### config.mk
export PLATFORM = sky130hd
export DESIGN_NAME = rs_codeword_framer
export DESIGN_NICKNAME = d
export VERILOG_FILES = /design/src/rtl/rs_codeword_framer.sv
export SDC_FILE = /design/constraint.sdc
export NUM_CORES = 1
export LEC_CHECK = 0
export ABC_CLOCK_PERIOD_IN_PS = 3100
export CORE_AREA = 2 2 68 70
export CTS_CLUSTER_DIAMETER = 40
export DETAILED_ROUTE_END_ITERATION = 10
export DIE_AREA = 0 0 70 72
export GPL_TIMING_DRIVEN = 0
export PLACE_DENSITY_LB_ADDON = 0.05
export SLEW_MARGIN = 20
export SYNTH_ARGS = -nofsm -noshare
export SYNTH_HDL_FRONTEND = slang
export SYNTH_SLANG_ARGS = --single-unit
### constraint.sdc
create_clock -name clk -period 3.1 [get_ports clk]
set_input_delay 0.775 -clock clk [delete_from_list [all_inputs] [get_ports clk]]
set_output_delay 0.775 -clock clk [all_outputs]
set_load 0.02 [all_outputs]
### src/rtl/rs_codeword_framer.sv
// Frames an upstream symbol stream into n-symbol Reed-Solomon codewords with start/end markers.
// Optional macro RS_FRAMER_PAD_EN: short messages are zero-filled to n symbols instead of ending early.
module rs_codeword_framer #(
    parameter int unsigned word_length = 8,
    parameter int unsigned n           = 15
) (
    input  logic                   clk,
    input  logic                   rst,
    input  logic                   i_valid,
    input  logic [word_length-1:0] i_symbol,
    input  logic                   i_last,
    output logic                   o_in_ready,
    input  logic                   i_out_ready,
    output logic                   o_valid,
    output logic                   o_start_codeword,
    output logic                   o_end_codeword,
    output logic [word_length-1:0] o_symbol,
    output logic [15:0]            o_cw_count
);

    localparam int unsigned POS_W = (n > 2) ? $clog2(n) : 1;
    localparam int unsigned CNT_W = 16;
    localparam logic [POS_W-1:0] LAST_POS = POS_W'(n - 1);

`ifdef RS_FRAMER_PAD_EN
    typedef enum logic [1:0] {
        IDLE = 2'd0,
        DATA = 2'd1,
        PAD  = 2'd2
    } state_t;
`else
    typedef enum logic [0:0] {
        IDLE = 1'b0,
        DATA = 1'b1
    } state_t;
`endif

    state_t                 state_q, state_d;
    logic [POS_W-1:0]       pos_q, pos_d;
    logic                   valid_q, valid_d;
    logic [word_length-1:0] sym_q, sym_d;
    logic                   start_q, start_d;
    logic                   end_q, end_d;
    logic [CNT_W-1:0]       cnt_q, cnt_d;

    logic out_free;
    logic in_xfer;
    logic at_last_pos;

    // Output register is free when empty or being drained this cycle.
    assign out_free    = !valid_q || i_out_ready;
    assign at_last_pos = (pos_q == LAST_POS);

`ifdef RS_FRAMER_PAD_EN
    assign o_in_ready = out_free && (state_q != PAD) && !rst;
`else
    assign o_in_ready = out_free && !rst;
`endif

    assign in_xfer = i_valid && o_in_ready;

    // State, position, output stage and codeword counter registers.
    always_ff @(posedge clk) begin
        if (rst) begin
            state_q <= IDLE;
            pos_q   <= '0;
            valid_q <= 1'b0;
            sym_q   <= '0;
            start_q <= 1'b0;
            end_q   <= 1'b0;
            cnt_q   <= '0;
        end else begin
            state_q <= state_d;
            pos_q   <= pos_d;
            valid_q <= valid_d;
            sym_q   <= sym_d;
            start_q <= start_d;
            end_q   <= end_d;
            cnt_q   <= cnt_d;
        end
    end

    // Next-state, framing and output-stage logic.
    always_comb begin
        state_d = state_q;
        pos_d   = pos_q;
        valid_d = valid_q;
        sym_d   = sym_q;
        start_d = start_q;
        end_d   = end_q;
        cnt_d   = cnt_q;

        if (valid_q && i_out_ready) begin
            valid_d = 1'b0;
            if (end_q) begin
                cnt_d = cnt_q + CNT_W'(1);
            end
        end

        case (state_q)
            IDLE, DATA: begin
                if (in_xfer) begin
                    valid_d = 1'b1;
                    sym_d   = i_symbol;
                    start_d = (pos_q == '0);
`ifdef RS_FRAMER_PAD_EN
                    if (at_last_pos) begin
                        end_d   = 1'b1;
                        pos_d   = '0;
                        state_d = IDLE;
                    end else begin
                        end_d   = 1'b0;
                        pos_d   = pos_q + POS_W'(1);
                        state_d = i_last ? PAD : DATA;
                    end
`else
                    if (at_last_pos || i_last) begin
                        end_d   = 1'b1;
                        pos_d   = '0;
                        state_d = IDLE;
                    end else begin
                        end_d   = 1'b0;
                        pos_d   = pos_q + POS_W'(1);
                        state_d = DATA;
                    end
`endif
                end
            end
`ifdef RS_FRAMER_PAD_EN
            PAD: begin
                // Zero-fill the remainder of a short message.
                if (out_free) begin
                    valid_d = 1'b1;
                    sym_d   = '0;
                    start_d = 1'b0;
                    end_d   = at_last_pos;
                    if (at_last_pos) begin
                        pos_d   = '0;
                        state_d = IDLE;
                    end else begin
                        pos_d   = pos_q + POS_W'(1);
                    end
                end
            end
`endif
            default: begin
                state_d = IDLE;
                pos_d   = '0;
            end
        endcase
    end

    assign o_valid          = valid_q;
    assign o_symbol         = sym_q;
    assign o_start_codeword = start_q;
    assign o_end_codeword   = end_q;
    assign o_cw_count       = cnt_q;

endmodule

# After elaboration in Yosys (flattened, before gate mapping)
# Cells that the tools add are included.
# totals
regBits	31
in_bits	13
output_inout_bits	28
elab_cells	23
# op_classes
n_addsub	2
n_eq_ne	1
muxes	4
n_reduce_logical	10
# op_table
cell	count
$add A16 B1 Y16 const B	1
$add A4 B1 Y4 const B	1
$eq A4 B4 Y1 const B	1
$logic_not A4 Y1	1
$mux W4	1
$logic_and A1 B1 Y1	3
$mux W1	3
$logic_not A1 Y1	2
$logic_or A1 B1 Y1	2
$reduce_and A2 Y1	1
$reduce_bool A2 Y1	1

# Longest topological paths before layout
# depth
ltp_word	5
ltp_mapped	6
ltp_nobuf	6

# Worst setup path after synthesis
# Ideal clock, no wire load.
# synth_timing
path_type	input -> output
startpoint	input rst
endpoint	output o_in_ready
arrival_ns	1.271
required_ns	2.325
setup_slack_ns	1.054
path_stages	2
path_buffers	1
cell_sequence	clkbuf_1 > nor2_1
# synth_between
elab_chain_len	2
# synth_lines
item	line_no	rtl
start: declaration	8	input logic rst,
$logic_not A1 Y1	57	assign o_in_ready = out_free && !rst;
$logic_and A1 B1 Y1	57	
end: declaration	12	output logic o_in_ready,
# Every way passes these cells.

# Final worst setup path
# layout_timing
startpoint	input i_out_ready
endpoint	output o_in_ready
# layout_between
elab_chain_len	2
# layout_lines
item	line_no	rtl
start: declaration	13	input logic i_out_ready,
$logic_or A1 B1 Y1	51	assign out_free = !valid_q || i_out_ready;
$logic_and A1 B1 Y1	57	
# Every way passes these cells.

==> qor.yml <==
outcome: "finished clean"
synth_nets: 179
portBuffers: 40
drc_errors: 0
min_from: "o_start_codeword"
final.setup_skew_ps: 3.59
hold_viol: 0
fillCellCount: 426
cp.required_ps: 2320
fp.dieH_um: 72
yosysSeqAreaShare: 0.450
start_util: 0.323
die_area_um2: 5040
ys_seq_elements: 31
grt_pass1_wl_mm: 5.63
synthTopCellsByCount: "31 x dfxtp_1, 22 x nand2_1, 17 x nor2_1, 12 x o21ai_0, 8 x a21oi_1"
cts_tree: "yes"
path_common_cell: "clkdlybuf4s50_1"
max_freq_ghz: 0.330
clockBufferDepth: 2
synth_top_cell_area_share: 0.450
cts_made_buffers: 5
gr-total-overflow: 0
yosysUniqueCellTypes: 31
io_pins: 41
synth_area_um2: 1380
ys_dominant_reg_cell: "dfxtp_1"
synth.area.top_cells: "dfxtp_1 45%, nand2_1 6.0%, nor2_1 4.6%"
vias: 1283
grt_max_degree: 16
drv_slew: 0
p_leak_uw: 0.000700
r2r-start: "pos_q[0]"
min_path_type: "reg2reg"
nNetsFinal: 225
min_period_over_period: 0.979
syn2layout_area_growth_pct: 40.7
r2r_slack_ps: 1330
clock_latency_ps: 280
crit_path_end: "o_in_ready"
critical_path.startpoint: "i_out_ready"
cp.arrival_ps: 2260
routedWlPerCell_um: 12.6
vias_per_cell: 4.92
postCtsHoldBufs: 0
final_area_um2: 1940
crit_type: "in2out"
placementRows: 24
power_density_nw_per_um2: 442
place_area_um2: 1840
rr_worst_depth: 5
slew_headroom: 0.612
worst_slew_pin_slew_ps: 582
ys.warnings.count: 0
drt-initial-drc-count: 46
wl_mm: 3.29
core_area_um2: 4260
crit_slowest_cell: "clkdlybuf4s50_1"
critical-path-max-stage-delay_ps: 610
synthCells: 162
r2r_end: "pos_q[1]"
drive_above_1_share: 0.0909
crit_chain: "clkdlybuf4s50_1 -> and2b_2 -> nor2_1 -> clkdlybuf4s50_1"
ir_worst_vdd_mv: 0.243
clockRootBuffer: "clkbuf_8"
diodes: 0
synth_edf_count: 0
fin_crit_ps: 3030
finalSetupViolCount: 0
rsz0062_at_grt: "false"
drt_pass1_iterations: 4
antenna_found_initial: 0
path_max_fanout: 4
setup-tns-final_ps: 0
clock_sink_count: 31
worstSetupStartpointType: "primary input"
yosysMostFrequentCell: "dfxtp_1"
ant_nets: 0
routabilityCongestion: 0.761
dp_hpwl_mm: 2.36
die_w_um: 70
path_clk_slew_ps: 60
end_kind: "primary output"
first_global_vias: 1261
yosysTopAreaCell: "dfxtp_1"
drv_cap: 0
htreeDepth: 2
syn_area_per_cell_um2: 8.51
ys_async_sr_fraction: 0
grt_usage: 0.141
==> registers in the layout (all words and copies together) (netlist names) <==
register	cells
o_cw_count	16
o_valid	1
o_symbol	8
pos_q	4
o_end_codeword	1
o_start_codeword	1
==> layout by cell type (no fill, tap or decap), types with 2 or more instances in the layout <==
cell type / count
nor3_1: 4
xnor2_1: 5
xor2_1: 5
or4_1: 3
clkbuf_1: 6
nand3_1: 6
or4b_2: 2
nor2_1: 17
inv_1: 4
a21oi_1: 8
o21ai_0: 12
or3_1: 2
and4_2: 2
o31ai_1: 4
clkbuf_8: 7
dfxtp_1: 31
clkdlybuf4s50_1: 39
nand3_2: 3
nand4_1: 6
nand2_1: 22
and3_1: 5
ha_1: 4
==> metrics by stage <==
stage	utilization	cells	setup WS [ps]	power [uW]	hold slack [ps]
after floorplan	-	162	1050	468	489
after global placement	0.433	254	-93.9	516	443
after detailed placement	0.433	254	-116	518	446
after CTS	0.455	261	53.5	873	456
after global routing	0.455	261	8.50	900	475
final	0.455	261	65.6	858	450
==> worst max-delay path, delay by kind of cell <==
| family | cells | cell delay (ps) |
|---|---|---|
| buf+inv | 2 | 1150 |
| simple gates | 2 | 330 |
==> repair_timing <==
action                                  in CTS  in global routing
endpoints found under the setup margin       1                  0
resized for setup                            1                  0
setup buffers                                0                  0
==> power by group <==
group | internal (uW) | switching [uW] | total (uW)
Sequential | 411 | 8.44 | 419
Combinational | 42.9 | 45.7 | 88.6
Clock | 202 | 147 | 350
Total | 656 | 202 | 858
==> final cells by class <==
| cell class | count | area [um^2] | share of cell area |
|---|---|---|---|
| multi-input combinational | 119 | 708 | 0.365 |
| sequential | 31 | 621 | 0.320 |
| timing repair buffer | 40 | 399 | 0.206 |
| clock buffer | 8 | 100 | 0.0516 |
| tap | 52 | 65.1 | 0.0335 |
| buffer | 7 | 31.3 | 0.0161 |
| inverter | 4 | 15.0 | 0.00774 |
==> per-layer routing <==
layer,part of all wire,vias to the layer above,global-route usage
met2,0.41,26,0.208
met4,0.016,0,0.0513
met3,0.042,6,0.0514
met5,0,-,0
li1,-,656,-
met1,0.53,595,0.189
==> cells by family (layout without fill, tap and decap cells) <==
| family | count (synthesis) | after routing | share of synthesized area |
|---|---|---|---|
| muxes | 1 | 1 | 0.00726 |
| AOI/OAI and AO/OA | 27 | 27 | 0.111 |
| and+or+nand+nor | 77 | 77 | 0.296 |
| DFF | 31 | 31 | 0.450 |
| adders and majority gates | 4 | 4 | 0.0363 |
| buffers and inverters | 12 | 59 | 0.0363 |
| xor gates and xnor gates | 10 | 10 | 0.0635 |
==> worst min-delay path by stage <==
stage	cells after the start	end	slack [ps]
2_1_floorplan	2	pos_q[3]	490
3_3_place_gp	2	o_start_codeword	440
6_report	2	o_start_codeword	450
3_5_place_dp	2	o_start_codeword	450
4_1_cts	2	o_start_codeword	460
5_1_grt	2	o_start_codeword	470
Power figures use the tool's default switching activity.
==> variant 1 (config.mk and constraints unchanged) <==
`n`: 15 -> 16.
--- a/src/rtl/rs_codeword_framer.sv
+++ b/src/rtl/rs_codeword_framer.sv
@@ -3,5 +3,5 @@
 module rs_codeword_framer #(
     parameter int unsigned word_length = 8,
-    parameter int unsigned n           = 15
+    parameter int unsigned n           = 16
 ) (
     input  logic                   clk,
Check against the original RTL: same outputs for any inputs over 10 cycles, from zero or initial values and one cycle with rst high; that may be too few to reach the edited logic, so the function may still have changed.
==> variant 1 against the original RTL <==
- routed wire length decreased by 3.3%
- combinational power decreased by 2%
- via count shrank 2.7%
- global-route usage shrank 0.85 points
- highest routed layer unchanged
- area after synthesis down 2.2%
- setup slack better by 0.13 ns
- sequential power about the same
- design area shrank 3.2%
- non-clock buffer count is the same
- power shrank 8.2%
- critical endpoint unchanged
- sequential cell count stayed put
- final cell count is 2.3% lower
==> variant 1: results (changes against the original RTL) <==
status completed; Layout Skew 0.00456 ns (+0.000968 ns); post-cts resize count 0 (-1); nets 220 (-2.2%); met3 wire len 235 um (+70%); 1st-pass router iterations 4 (unchanged); Peak VDD IR 0.182 mV (-25%); GPL Wtd Cong 0.728 (-4.4%); count of different cell masters after synthesis 32 (+3.2%); Port Buffers 39 (-2.5%); DRT iter0 DRCs 27 (-41%); leakage 0.718 nW (+2.6%); commonest cells in the netlist dfxtp_1, nand2_1, nor2_1, nand3_1, clkbuf_1; Mapped Cells 158 (-2.5%); Ys Warns 0 (unchanged); layout cells sized above 1 6.40% (-2.7 points); HPWL after DPL 2.43 mm (+2.8%); Synth area leaders dfxtp_1, nand3_1, nand2_1; DR WL/cell 12.5 um (-1.0%); most common flop cell mapped by yosys dfxtp_1; Slew @ Worst Pin 0.677 ns (+0.0949 ns); met2 routed WL 1.62 mm (+19%); syn_nets 174 (-2.8%); sequential area share after synthesis 46.0% (+1.0 points); Via density 4.89 (-0.44%); M1 wire length 1.28 mm (-26%); Worst Path Arrival 2.13 ns (-0.13 ns); Tot GR Track Use 13.2% (-0.85 points); fillcell total 423 (-0.70%); global-route wire length before repair 5.23 mm (-7.1%); via count 1248 (-2.7%)
==> variant 1: worst paths after layout <==
path | from | end | slack, ns | depth (start not counted)
setup / recovery | i_out_ready | o_in_ready | 0.19 | 4
hold / removal | o_symbol[3] | o_symbol[3] | 0.45 | 2
setup reg to reg | pos_q[1] | pos_q[0] | 1.40 | 5
hold reg to reg | o_symbol[3] | o_symbol[3] | 0.45 | 2
==> variant 1: cells by family (layout without fill, tap and decap cells) <==
logic type                 count (synthesis)  count (layout)  share of synthesized area (%)
and+or+nand+nor                           84              84                           32.4
adders and majority gates                  3               3                           2.78
muxes                                      2               2                           1.48
AOI/OAI and AO/OA                         15              15                           6.59
xor gates and xnor gates                  11              11                           7.14
DFF                                       31              31                           46.0
buffers and inverters                     12              57                           3.62
==> variant 1: routing by layer <==
| metal | global-route usage (%) | up-vias |
|---|---|---|
| li1 | - | 638 |
| met1 | 12.7 | 566 |
| met2 | 25.4 | 38 |
| met3 | 5.56 | 6 |
| met4 | 4.49 | 0 |
| met5 | 0 | - |
==> variant 1: critical path: stages <==
cell and delay (ns):
clkdlybuf4s50_1 0.47, nor2b_1 0.26, nor2_1 0.07, clkdlybuf4s50_1 0.56
==> variant 1: per-stage QoR <==
step	hold slack [ns]	util, %	cell area (um2)	worst slack, ns	total power [mW]
after floorplan	0.485	-	1350	0.890	0.467
after global placement	0.443	42.3	1800	0.165	0.513
after detailed placement	0.446	42.3	1800	0.200	0.514
after CTS	0.455	44.0	1880	0.182	0.803
after global routing	0.476	44.0	1880	0.143	0.825
final	0.449	44.0	1880	0.192	0.787
==> variant 1: final cells by class <==
class	count	area (um2)	area share, %
well taps	52	65.1	3.47
clock buffers	6	72.6	3.87
inverters	4	15.0	0.800
flip-flops and latches	31	621	33.1
multi-input cells	115	679	36.2
plain buffers	8	33.8	1.80
repair buffers	39	390	20.8
==> variant 1: where the power goes <==
| part | total [mW] | leakage (nW) | internal, mW | switching, mW |
|---|---|---|---|---|
| registers | 0.418 | 0.252 | 0.410 | 0.00739 |
| clock network | 0.283 | 0.0371 | 0.149 | 0.133 |
| logic | 0.0869 | 0.429 | 0.0418 | 0.0451 |
| total | 0.787 | 0.718 | 0.601 | 0.186 |
==> variant 2 (same flow settings) <==
Without the edit above. Register the output `o_cw_count` once more, cleared by the reset; this adds one clock of latency there. The other outputs are not delayed to match.
--- a/src/rtl/rs_codeword_framer.sv
+++ b/src/rtl/rs_codeword_framer.sv
@@ -155,5 +155,11 @@
     assign o_start_codeword = start_q;
     assign o_end_codeword   = end_q;
-    assign o_cw_count       = cnt_q;
+    always_ff @(posedge clk) begin
+        if (rst) begin
+            o_cw_count <= '0;
+        end else begin
+            o_cw_count <= cnt_q;
+        end
+    end
 
 endmodule
Formal check against the unedited RTL: not equivalent (Yosys sat finds a counterexample within 4 cycles, from zero or initial values and one cycle with rst high).
==> variant 2 against the original RTL <==
- sequential cell count grew 16
- power up 30%
- setup slack improved by 0.080 ns
- routed wire length increased by 9.0%
- design area grew 22%
- first-iteration DRC count up 80%
- area after synthesis grew 30%
- combinational power up 4.9%
- largest cell class is now sequential cells
==> variant 2: results (changes against the original RTL) <==
routing usage on met2 25.8% (+5.0 points); TNS Setup 0 ns (unchanged); leakage 0.896 nW (+28%); GRT overflow 0 (unchanged); worst min-delay path class reg -> reg; Min-Delay Startpoint o_start_codeword; met1 usage 17.3% (-1.6 points); Via density 4.91 (about the same); 1st-pass router iterations 4 (unchanged); WL final 3.59 mm (+9.0%); cell count of the worst hold path 2 (unchanged); post-synthesis compound-gate area fraction 4.03% (-7.0 points); Tot GR Track Use 15.0% (+0.96 points); sequential area share after synthesis 52.3% (+7.3 points); met2 routed WL 1.73 mm (+27%); pre-CTS setup slack -0.428 ns (-0.312 ns); worst-skew pair later-pin latency 0.29 ns; worst r2r dst cnt_q[14]; nets 259 (+15%); met3 wire len 205 um (+49%); count of different cell masters after synthesis 30 (-3.2%); layout cells sized above 1 7.00% (-2.1 points); P_comb 0.0929 mW (+4.9%); largest net degree at the start of global routing 15 (-1); most common flop cell mapped by yosys dfxtp_1; Layout Skew 0.00266 ns (-0.000932 ns); M1 wire length 1.60 mm (-7.6%); global-route wire length before repair 6.11 mm (+8.6%); GPL Wtd Cong 0.775 (+1.8%); Port Buffers 40 (unchanged); Critical R2R Launch cnt_q[0]; Post-CTS Repair Setup Buffers 0 (unchanged); syn_nets 213 (+19%); DRT iter0 DRCs 83 (+80%); Async S/R FF share, synth 0% (unchanged); Worst-path clk slew 0.08 ns (+0.02 ns); Ant. Diodes 0 (unchanged); Slew @ Worst Pin 0.445 ns (-0.136 ns); Synth Area in Adders 2.78% (-0.85 points); Post-Synth XOR/XNOR Area 4.38% (-2.0 points); Internal 0.862 mW (+31%); vias in the first global route 1401 (+11%); Peak VDD IR 0.360 mV (+48%); Synth area leaders dfxtp_1, nand2_1, nor2b_1; top sig layer met4; P_clk 0.398 mW (+14%); Worst Path Arrival 2.18 ns (-0.08 ns); status completed; post-synthesis mux area share 1.88% (+1.2 points); Max Fanout on Critical Path 13 (+9); Ys Warns 0 (unchanged); commonest cells in the netlist dfxtp_1, nand2_1, nor2_1, nor2b_1; HPWL after DPL 2.61 mm (+11%); grt met3 use 5.42% (+0.28 points); reg-to-reg slack, setup 1.38 ns (+0.05 ns); Clock Path Buffers 2 (unchanged)
==> variant 2: changes by cell type in the layout (fill, tap and decap cells not counted), sizes merged, moves of 3 or more <==
| cell | before | now |
|---|---|---|
| nor2b | 0 | 17 |
| mux2 | 0 | 3 |
| nand3b | 0 | 9 |
| dfxtp | 31 | 47 |
| o31ai | 4 | 0 |
| o21ai | 12 | 4 |
| a21oi | 8 | 5 |
| nand2 | 22 | 31 |
==> variant 2: how the worst max path moves through the flow <==
stage,startpoint,slack (ns),depth (start not counted),end
floorplan,rst,0.83,3,o_in_ready
global placement,rst,-0.43,5,o_in_ready
detailed placement,rst,-0.43,5,o_in_ready
CTS,rst,0.13,4,o_in_ready
global route,rst,0.05,4,o_in_ready
finish,rst,0.15,4,o_in_ready
==> variant 2: cell type report <==
| type | count | area, um2 |
|---|---|---|
| Fill cell | 388 | 1900 |
| Sequential cell | 47 | 941 |
| Multi-Input combinational cell | 138 | 816 |
| Timing Repair Buffer | 40 | 399 |
| Clock buffer | 7 | 96.3 |
| Tap cell | 52 | 65.1 |
| Buffer | 7 | 28.8 |
| Inverter | 3 | 11.3 |
| Clock inverter | 1 | 7.51 |
==> variant 2: repair_timing <==
action	CTS	global route
setup endpoints to repair	1	0
hold buffers	0	0
resized for setup	2	0
==> variant 2: critical path, cell delays in order <==
cell             delay (ns)
dlygate4sd2_1          0.48
clkbuf_2               0.32
nor2_1                 0.07
clkdlybuf4s50_1        0.54
==> variant 2: through the flow <==
stage,std cells,cell area [um2],power [mW],hold WS (ns)
6_report,295,2360,1.11,0.469
5_1_grt,295,2360,1.17,0.497
4_1_cts,295,2360,1.13,0.471
3_5_place_dp,288,2260,0.731,0.461
3_3_place_gp,288,2260,0.729,0.460
2_1_floorplan,196,1800,0.681,0.448
